## config.mk

```make
export PLATFORM = sky130hd
export DESIGN_NAME = sysid_timeout_ctr
export DESIGN_NICKNAME = d
export VERILOG_FILES = /design/src/rtl/sysid_timeout_ctr.sv
export SDC_FILE = /design/constraint.sdc
export NUM_CORES = 1
export LEC_CHECK = 0
export ABC_AREA = 1
export CORE_ASPECT_RATIO = 1.4
export CORE_MARGIN = 1.5
export CORE_UTILIZATION = 24
export DETAILED_ROUTE_END_ITERATION = 7
export PLACE_DENSITY = 0.38
export REMOVE_ABC_BUFFERS = 1
export SYNTH_ARGS = -nofsm -noshare
export SYNTH_HDL_FRONTEND = slang
export SYNTH_SLANG_ARGS = --single-unit
export TNS_END_PERCENT = 30
```

## constraint.sdc

```tcl
create_clock -name clock -period 2.7 [get_ports clock]
set_clock_uncertainty 0.05 [all_clocks]
set_input_delay 0.54 -clock clock [delete_from_list [all_inputs] [get_ports clock]]
set_output_delay 0.54 -clock clock [all_outputs]
set_load 0.03 [all_outputs]
```

## src/rtl/sysid_timeout_ctr.sv

```systemverilog
// Per-read cycle counter: load clears it, enable advances it, expired flags the limit.
module sysid_timeout_ctr #(
    parameter int TIMEOUT_CYCLES = 256
) (
    input  logic clock,
    input  logic reset_n,
    input  logic load,
    input  logic enable,
    output logic expired
);

    localparam int CNT_W = $clog2(TIMEOUT_CYCLES + 1);
    localparam logic [CNT_W-1:0] LIMIT = CNT_W'(TIMEOUT_CYCLES);

    logic [CNT_W-1:0] count_reg;

    // Saturates at the limit so a stuck FSM can never wrap back to "not expired".
    always_ff @(posedge clock or negedge reset_n) begin
        if (!reset_n) begin
            count_reg <= '0;
        end else if (load) begin
            count_reg <= '0;
        end else if (enable && (count_reg != LIMIT)) begin
            count_reg <= count_reg + 1'b1;
        end
    end

    assign expired = (count_reg == LIMIT);

endmodule

```

==> Word level (Yosys, flattened, before mapping) <==
Cells that the tools add are included.
{ "word_totals": {"wordCells": 8, "input_bits": 4, "out_inout_bits": 1, "ff_bits": 9} }
{ "classes": {"muxes": 2, "n_addsub": 1, "n_eq_ne": 2, "n_reduce_logical": 2} }
{ "ops": {"columns": ["operator", "n"], "rows": [
  ["$mux 9", 2],
  ["$add 9x1->9 const B", 1],
  ["$eq 9x9->1 const B", 1],
  ["$ne 9x9->1 const B", 1],
  ["$reduce_bool 2->1", 1],
  ["$logic_and 1x1->1", 1]
]} }

==> Depth between registers and ports, before layout <==
Gate-level depths: netlist of the first run.
{ "depth": {"depth_word": 4, "ltp_mapped": 10, "mapped_depth_nobuf": 10} }

==> Worst setup path before layout of the first run <==
OpenSTA, ideal clock, no wires.
{ "synth_path": {"path_kind": "reg2out", "start": "register count_reg[0]", "end": "output port expired", "path_stages_with_launch": 7, "t_arrival_ns": 0.997, "required_ns": 2.110, "slack_ns": 1.113, "n_path_buf": 0, "cell_sequence": "dfrtp_1 > inv_1 > ha_1 > nand2_1 > inv_1 > nand2_1 > nor2_4"} }
{ "synth_between": {"elab_chain_cells": 1} }
{ "synth_rtl": {"columns": ["element", "line_no", "text"], "rows": [
  ["from (decl)", "15", "logic [CNT_W-1:0] count_reg;"],
  ["from (signal assigned)", "24", "count_reg <= count_reg + 1'b1;"],
  ["$eq 9x9->1", "28", "assign expired = (count_reg == LIMIT);"],
  ["to (decl)", "9", "output logic expired"]
]} }
No other way between the ends.

==> Worst setup path after layout of the first run <==
Ends and elaborated chain as after synthesis.

==> results of run 1 <==
[cell usage in the layout, fill, tap and decap left out]
cell,n
nor3_1,1
a21oi_1,1
inv_2,1
nor2_4,1
nand3_1,8
clkdlybuf4s50_1,4
clkbuf_1,1
nor2_1,11
o21bai_1,1
nand2_1,34
nand3b_1,1
ha_1,2
or2_2,1
nor2_8,2
dfrtp_1,9
nand4_1,3
inv_1,10
clkbuf_4,3
[per-stage QoR]
| step | utilization | total power (µW) | hold WS [ns] | instance area, µm² | setup WS [ns] |
|---|---|---|---|---|---|
| global route | 0.297 | 296 | 0.539 | 711 | 0.0546 |
| finish | 0.297 | 276 | 0.492 | 711 | 0.210 |
| detailed placement | 0.286 | 172 | 0.478 | 684 | 0.481 |
| CTS | 0.297 | 281 | 0.492 | 711 | 0.191 |
| global placement | 0.286 | 172 | 0.460 | 684 | 0.498 |
| floorplan | - | 158 | 0.194 | 602 | 1.11 |
[power by group]
| part | internal (µW) | switching (µW) |
|---|---|---|
| registers | 137 | 2.81 |
| logic | 10.5 | 17.6 |
| clock network | 57.0 | 51.2 |
[area by class of cell]
| class | count | area, µm² | area share |
|---|---|---|---|
| flip-flops and latches | 9 | 225 | 0.317 |
| repair buffers | 4 | 40.0 | 0.0563 |
| inverters | 11 | 41.3 | 0.0581 |
| well taps | 34 | 42.5 | 0.0599 |
| clock buffers | 4 | 26.3 | 0.0370 |
| multi-input cells | 66 | 335 | 0.472 |
[cells by family after synthesis]
| logic type | synth area share |
|---|---|
| AO/OA/AOI/OAI | 0.0208 |
| AND/OR/NAND/NOR | 0.495 |
| flip-flops | 0.374 |
| buffers and inverters | 0.0686 |
| adder cells (fa/ha/maj) | 0.0416 |
[per-layer routing]
metal / wire, µm / up-vias / GRT usage
met4: 13 / 0 / 0.0441
met2: 669 / 4 / 0.180
li1: - / 287 / -
met3: 34 / 2 / 0.0174
met1: 660 / 244 / 0.154
met5: 0 / - / 0
[worst max-delay path by stage]
| stage | to | start | slack [ns] | cells past startpoint |
|---|---|---|---|---|
| finish | expired | count_reg[0] | 0.21 | 7 |
| global route | expired | count_reg[0] | 0.05 | 7 |
| CTS | expired | count_reg[0] | 0.19 | 7 |
| detailed placement | expired | count_reg[0] | 0.48 | 7 |
| global placement | expired | count_reg[0] | 0.50 | 7 |
| floorplan | expired | count_reg[0] | 1.11 | 6 |
[worst max-delay path, cell delays in order (launching register included)]
cell and delay (ns):
dfrtp_1 0.41, inv_1 0.08, ha_1 0.14, nand2_1 0.04, inv_1 0.05, nand2_1 0.07, nor2_4 0.15, clkdlybuf4s50_1 0.69
==> flow_summary_export.csv, run 1 <==
group,metric,value,unit
worst_setup_path,r2r_start,"count_reg[0]",
logic_synthesis,synth.most_common_cell,"nand2_1",
timing,finalHoldViolations,0,
logic_synthesis,netlist_area,602,µm²
logic_synthesis,synthCells,86,
floorplanning,fp-row-count,21,
floorplanning,fp.dieW,45.3,µm
flow_run,maxCapViolCount,0,
timing,drv_slew,0,
floorplanning,initial_core_util,0.252,
worst_setup_path,regToRegEndpoint,"count_reg[8]",
route,viasPerCell,4.20,
logic_synthesis,synthDistinctLibCells,15,
logic_synthesis,async_reset_ff_frac,1.00,
route,vias,537,
timing,finalCritPeriodShare,0.922,
logic_synthesis,seq_area_frac_synth,0.374,
clock_tree,holdBufCountCts,0,
logic_synthesis,synth_edf_count,0,
logic_synthesis,ys_ff_latch,9,
cells_and_area,largest_reg_flops,9,
min_path,worstHoldPathType,"reg -> reg",
grt,grt_pass1_vias,567,
worst_setup_path,worstPathArrival,1.90,ns
grt,grt.overflow.total,0,
logic_synthesis,yosys.area.top_type,"dfrtp_1",
logic_synthesis,synth_top_area_frac,0.374,
timing,setup_viol,0,
floorplanning,io_pins,5,
floorplanning,die_y,62.3,µm
route,drt_iter0_markers,8,
clock_tree,cts_setup_buffers,0,
route,drt_pre_antenna_iters,2,
cells_and_area,drive_gt1_frac,0.0851,
outcome,status,"finished clean",
min_path,whs_endpoint,"count_reg[1]",
cells_and_area,antennaDiodeCount,0,
pwr,p_per_area,389,nW/µm²
clock_tree,ctsResizeCount,0,
timing,max_slew_margin,0.690,
placement,routabilityCongestion,0.739,
grt,grt_usage,0.115,
logic_synthesis,synth-warning-count,0,
clock_tree,path_clk_slew,0.07,ns
placement,io_buffers,4,
worst_setup_path,r2r_cells,10,
timing,fmax,0.402,GHz
pwr,peakVddDrop,0.148,mV
worst_setup_path,critPathKind,"reg -> out",
placement,dp.cells,124,
worst_setup_path,required,2.11,ns
logic_synthesis,synthTopCellsByCount,"34 x nand2_1, 11 x nor2_1, 10 x inv_1",
grt,grt_pass1_wl,2470,µm
grt,antenna_found_initial,0,
logic_synthesis,synth_area_per_cell,7.00,µm²
timing,fin_setup_tns,0,ns
logic_synthesis,synth_area_leaders,"dfrtp_1 37%, nand2_1 21%, nor2_1 6.9%, nand3_1 6.7%, nor2_8 6.7%",
grt,grt_max_degree,11,
cells_and_area,syn_to_final_growth,18.1,%
timing,min_period,2.49,ns
cells_and_area,nFillCells,273,
clock_tree,numCtsBuffers,3,
cells_and_area,final_cells,128,
clock_tree,root_buffer,"clkbuf_4",
route,wire_per_inst,10.8,µm
clock_tree,clk_latency,0.26,ns
placement,place.detailed.hpwl,1050,µm
worst_setup_path,startpoint_type,"register",
floorplanning,core,2390,µm²
logic_synthesis,synthFlopType,"dfrtp_1",
min_path,hp-start,"count_reg[1]",
timing,tightest_slew,0.464,ns
route,drc_errors,0,
worst_setup_path,reg2reg_slack,1.26,ns
worst_setup_path,path_max_fanout,4,
cells_and_area,final_nets,101,
clock_tree,cts_tree,"done",
clock_tree,cts.sinks,9,
timing,grt_setup_unrepaired,"no",
clock_tree,clk_path_buf_depth,2,
worst_setup_path,crit_path_end_kind,"output pin",
clock_tree,cts-htree-levels,1,
route,totalWireLength,1380,µm
pwr,total_leakage_power,0.000368,µW
route,detail-route-antenna-nets,0,
min_path,whs_path_depth,2,
floorplanning,dieArea,2820,µm²
Power figures use the tool's default switching activity.
==> run 2, diff against run 1 <==
--- a/config.mk
+++ b/config.mk
@@ -10,6 +10,7 @@
 export CORE_MARGIN = 1.5
 export CORE_UTILIZATION = 24
 export DETAILED_ROUTE_END_ITERATION = 7
+export MAX_ROUTING_LAYER = met4
 export PLACE_DENSITY = 0.38
 export REMOVE_ABC_BUFFERS = 1
 export SYNTH_ARGS = -nofsm -noshare
==> constraint.sdc (replaced) <==
create_clock -name clock -period 2.7 [get_ports clock]
set_clock_uncertainty 0.05 [all_clocks]
set_input_delay 0.27 -clock clock [delete_from_list [all_inputs] [get_ports clock]]
set_output_delay 0.27 -clock clock [all_outputs]
set_load 0.03 [all_outputs]
==> run 2 against run 1 <==
Compared with the run above:
- flip-flop and latch count unchanged
- first-iteration DRC count down 38%
- global-route usage rose by 0.30 points
- power up 0.12%
- critical endpoint unchanged
==> flow_summary_export.csv, run 2 (same netlist as run 1, synthesis figures left out) <==
group,metric,value,unit
outcome,status,"finished clean",
timing,fin_hold_ws,0.277,ns
worst_setup_path,path_max_fanout,4,
worst_setup_path,crit_chain,"inv_1, ha_1, nand2_1, inv_1, nand2_1, nor2_4, clkdlybuf4s50_1",
worst_setup_path,crit_cells,7,
timing,fmax,0.449,GHz
timing,fin_setup_tns,0,ns
clock_tree,clk_latency,0.26,ns
route,drt_iter0_markers,5,
route,detail-route-antenna-nets,0,
cells_and_area,largest_reg_flops,9,
worst_setup_path,r2r_cells,10,
floorplanning,core,2390,µm²
grt,grt_util_met3,0.0174,
clock_tree,cts.sinks,9,
worst_setup_path,worstPathArrival,1.91,ns
pwr,peakVddDrop,0.149,mV
worst_setup_path,reg2reg_slack,1.25,ns
route,drt_pre_antenna_iters,4,
pwr,p_per_area,389,nW/µm²
placement,dp.cells,124,
timing,finalHoldViolations,0,
grt,grt_use_met2,0.180,
pwr,total_leakage_power,0.000368,µW
clock_tree,cts_setup_buffers,0,
timing,finalCritPeriodShare,0.825,
clock_tree,holdBufCountCts,0,
placement,routabilityCongestion,0.749,
worst_setup_path,regToRegEndpoint,"count_reg[8]",
floorplanning,die_y,62.3,µm
worst_setup_path,critical_path.max_stage_delay,0.69,ns
clock_tree,cts-htree-levels,1,
grt,grt_pass1_wl,2480,µm
worst_setup_path,startpoint_type,"register",
worst_setup_path,crit_path_end_kind,"output pin",
timing,max_slew_margin,0.687,
timing,min_period,2.23,ns
cells_and_area,syn_to_final_growth,18.1,%
floorplanning,fp-row-count,21,
flow_run,maxCapViolCount,0,
cells_and_area,final_cell_mix,"34 x nand2_1, 11 x nor2_1, 10 x inv_1",
min_path,worstHoldPathType,"in -> async",
pwr,p_total,277,µW
worst_setup_path,r2r_start,"count_reg[0]",
grt,antenna_found_initial,0,
floorplanning,initial_core_util,0.252,
grt,grtUsageMet1,0.154,
route,drc_errors,0,
grt,grt.overflow.total,0,
clock_tree,root_buffer,"clkbuf_4",
clock_tree,clk_path_buf_depth,2,
clock_tree,cts_tree,"done",
placement,io_buffers,4,
route,wire_per_inst,10.8,µm
worst_setup_path,critPathSlowestCell,"clkdlybuf4s50_1",
clock_tree,ctsResizeCount,0,
cells_and_area,antennaDiodeCount,0,
grt,grt_max_degree,11,
timing,grt_setup_unrepaired,"no",
clock_tree,numCtsBuffers,3,
worst_setup_path,required,2.38,ns
grt,grt_usage,0.118,
floorplanning,io_pins,5,
cells_and_area,final_nets,101,
clock_tree,path_clk_slew,0.07,ns
cells_and_area,layout_commonest_cell,"nand2_1",
timing,setup_viol,0,
route,vias,542,
cells_and_area,drive_gt1_frac,0.0851,
worst_setup_path,critPathKind,"reg -> out",
worst_setup_path,critical-path-top-delay-family,"buffers and inverters",
grt,top_usage_layer,"met2",
timing,tightest_slew,0.469,ns
timing,drv_slew,0,
grt,grt_pass1_vias,569,
route,totalWireLength,1380,µm
route,viasPerCell,4.23,
cells_and_area,final_cells,128,
floorplanning,fp.dieW,45.3,µm
floorplanning,dieArea,2820,µm²
placement,place.detailed.hpwl,1050,µm
worst_setup_path,crit_buf_inv,3,
[run 2: cell counts in the layout (fill, tap and decap cells not counted)]
No cell type changed its count.
[run 2: where the power goes]
group | leakage [µW] | internal (µW) | switching [µW]
clock network | 0.0000150 | 57.0 | 51.3
registers | 0.000124 | 137 | 2.91
logic | 0.000229 | 10.5 | 17.7
total | 0.000368 | 205 | 72.0
[run 2: cell type report]
class | instances | area [µm²]
well taps | 34 | 42.5
multi-input cells | 66 | 335
flip-flops and latches | 9 | 225
fillers | 273 | 1680
clock buffers | 4 | 26.3
repair buffers | 4 | 40.0
inverters | 11 | 41.3
[run 2: how the worst max path moves through the flow]
stage                 start  slack (ns)           end
3_5_place_dp   count_reg[0]        0.75       expired
6_report       count_reg[0]        0.47       expired
2_1_floorplan  count_reg[0]        1.27  count_reg[4]
5_1_grt        count_reg[0]        0.32       expired
4_1_cts        count_reg[0]        0.46       expired
3_3_place_gp   count_reg[0]        0.77       expired
[run 2: through the flow]
step                 util  cell area [µm²]  setup slack [ns]
floorplan               -              602              1.27
global placement    0.286              684             0.768
detailed placement  0.286              684             0.751
CTS                 0.297              711             0.461
global route        0.297              711             0.325
finish              0.297              711             0.473
[run 2: per-layer routing]
metal  vias to the layer above  wire length, µm
met2                        12              661
met1                       243              644
met3                         2               63
met4                         0               13
li1                        285                -
met5                         -                0
[run 2: worst reg2reg max path, stage by stage, from the launching register on]
cell     delay [ns]
dfrtp_1        0.40
inv_1          0.07
ha_1           0.19
nand2_1        0.05
inv_1          0.04
nand2_1        0.09
nor2_4         0.06
nor2_8         0.19
nor2_8         0.08
nand2_1        0.07
nand2_1        0.05
==> run 3, diff against run 2 <==
==> constraint.sdc (replaced) <==
create_clock -name clock -period 2.1 [get_ports clock]
set_clock_uncertainty 0.05 [all_clocks]
set_input_delay 0.21 -clock clock [delete_from_list [all_inputs] [get_ports clock]]
set_output_delay 0.21 -clock clock [all_outputs]
set_load 0.03 [all_outputs]
==> run 3 against run 2 <==
Compared with the run above:
- flip-flop and latch count stayed put
- wire length stayed put
- register-to-register slack worse by 0.59 ns
- clock-buffer cell count stayed put
- final cell count is 0.78% higher
- worst setup slack worse by 0.27 ns
- combinational power is 26% higher
- non-clock buffer count is 1 higher
- power is 29% higher
- via count is 0.74% higher
==> flow_summary_export.csv, run 3 (same netlist as run 1, synthesis figures left out) <==
group,metric,value,unit
outcome,status,"finished clean",
worst_setup_path,crit_cells,7,
clock_tree,root_buffer,"clkbuf_4",
worst_setup_path,critical-path-top-delay-family,"buffers and inverters",
worst_setup_path,crit_path_end_kind,"output pin",
pwr,p_sw_frac,0.260,
pwr,total_leakage_power,0.000378,µW
route,wl_met1,592,µm
worst_setup_path,required,1.84,ns
cells_and_area,final_cell_mix,"34 x nand2_1, 11 x nor2_1, 10 x inv_1",
worst_setup_path,critPathSlowestCell,"dlygate4sd2_1",
pwr,p_sw,92.5,µW
route,routed-wl-met2,686,µm
pwr,p_total,356,µW
worst_setup_path,regToRegEndpoint,"count_reg[8]",
worst_setup_path,r2r_cells,10,
worst_setup_path,crit_path_end,"expired",
worst_setup_path,worstPathArrival,1.64,ns
timing,fmax,0.526,GHz
timing,finalCritPeriodShare,0.905,
route,viasPerCell,4.23,
floorplanning,fp.dieW,45.3,µm
clock_tree,cts.sinks,9,
cells_and_area,nFillCells,266,
timing,finalHoldViolations,0,
cells_and_area,final_core_utilization,0.300,
route,detail-route-antenna-nets,0,
worst_setup_path,path_max_fanout,4,
clock_tree,cts_tree,"done",
placement,routabilityCongestion,0.750,
clock_tree,cts-htree-levels,1,
route,totalWireLength,1380,µm
timing,setup_viol,0,
timing,tightest_slew,0.458,ns
timing,drv_slew,0,
worst_setup_path,startpoint_type,"register",
timing,max_slew_margin,0.693,
route,routed.top_layer,"met4",
floorplanning,die_y,62.3,µm
cells_and_area,antennaDiodeCount,0,
floorplanning,initial_core_util,0.252,
placement,dp.cells,125,
worst_setup_path,crit_start,"count_reg[0]",
grt,grt.overflow.total,0,
route,drt_iter0_markers,17,
pwr,intPower,264,µW
grt,grt_max_degree,11,
route,wl_met3,63,µm
cells_and_area,drive_gt1_frac,0.0947,
cells_and_area,syn_to_final_growth,19.1,%
pwr,p_per_area,497,nW/µm²
clock_tree,clk_latency,0.27,ns
cells_and_area,largest_reg_flops,9,
min_path,worstHoldPathType,"in -> async",
cells_and_area,final_cells,129,
worst_setup_path,r2r_start,"count_reg[0]",
grt,grt_usage,0.124,
floorplanning,fp-row-count,21,
worst_setup_path,crit_chain,"inv_1, ha_1, nand2_1, inv_1, nand2_1, nor2_4, dlygate4sd2_1",
clock_tree,cts_setup_buffers,0,
timing,min_period,1.90,ns
pwr,comb_power_share,0.100,
timing,fin_setup_tns,0,ns
clock_tree,path_clk_slew,0.07,ns
timing,fin_hold_ws,0.207,ns
route,wire_per_inst,10.7,µm
grt,grt_pass1_wl,2490,µm
cells_and_area,layout_commonest_cell,"nand2_1",
floorplanning,dieArea,2820,µm²
floorplanning,core,2390,µm²
route,drc_errors,0,
route,drt_pre_antenna_iters,4,
pwr,power_frac_clock,0.394,
floorplanning,io_pins,5,
cells_and_area,final_nets,102,
placement,place.detailed.hpwl,1060,µm
route,vias,546,
flow_run,maxCapViolCount,0,
pwr,peakVddDrop,0.208,mV
pwr,pwr-share-seq,0.506,
timing,grt_setup_unrepaired,"no",
placement,io_buffers,4,
clock_tree,numCtsBuffers,3,
grt,antenna_found_initial,0,
clock_tree,clk_path_buf_depth,2,
worst_setup_path,critical_path.max_stage_delay,0.42,ns
worst_setup_path,reg2reg_slack,0.66,ns
worst_setup_path,critPathKind,"reg -> out",
grt,grt_pass1_vias,545,
worst_setup_path,crit_buf_inv,3,
[run 3: changes by cell type in the layout (fill, tap and decap cells not counted), sizes merged]
| cell | delta |
|---|---|
| buf | +1 |
| clkdlybuf4s50 | -1 |
| dlygate4sd2 | +1 |
[run 3: how the worst min path moves through the flow]
stage | startpoint | endpoint | slack, ns | cells after the start
after detailed placement | count_reg[0] | count_reg[0] | 0.47 | 2
after global routing | reset_n | count_reg[7] | 0.24 | 1
after global placement | count_reg[0] | count_reg[0] | 0.46 | 2
final | reset_n | count_reg[5] | 0.21 | 1
after CTS | reset_n | count_reg[5] | 0.23 | 1
after floorplan | reset_n | count_reg[0] | -0.14 | 0
[run 3: layout make-up]
| class | count | area [µm²] | share of cell area |
|---|---|---|---|
| clock buffer | 4 | 26.3 | 0.0366 |
| inverter | 11 | 41.3 | 0.0576 |
| multi-input combinational | 66 | 335 | 0.468 |
| sequential | 9 | 225 | 0.314 |
| tap | 34 | 42.5 | 0.0593 |
| timing repair buffer | 5 | 46.3 | 0.0646 |
[run 3: metal layers]
layer  global-route usage  up-vias
li1                     -      289
met1                0.143      238
met2                0.196       14
met3               0.0203        5
met4               0.0662        0
met5                    -        -
[run 3: what timing repair did]
| action | CTS | global route |
|---|---|---|
| hold buffers | 0 | 0 |
| endpoints found under the setup margin | 1 | 0 |
| resized for setup | 1 | 0 |
[run 3: power groups by stage]
stage	Sequential [µW]	Clock (µW)	Combinational [µW]
floorplan	183	0	20.2
global placement	183	0	37.6
detailed placement	183	0	37.1
CTS	180	146	37.0
global route	181	157	40.6
finish	180	140	35.6
[run 3: metrics by stage]
stage               setup WS (ns)  cell area [µm²]
floorplan                   0.665              602
global placement            0.227              692
detailed placement          0.216              692
CTS                         0.199              717
global route               0.0585              717
finish                      0.199              717
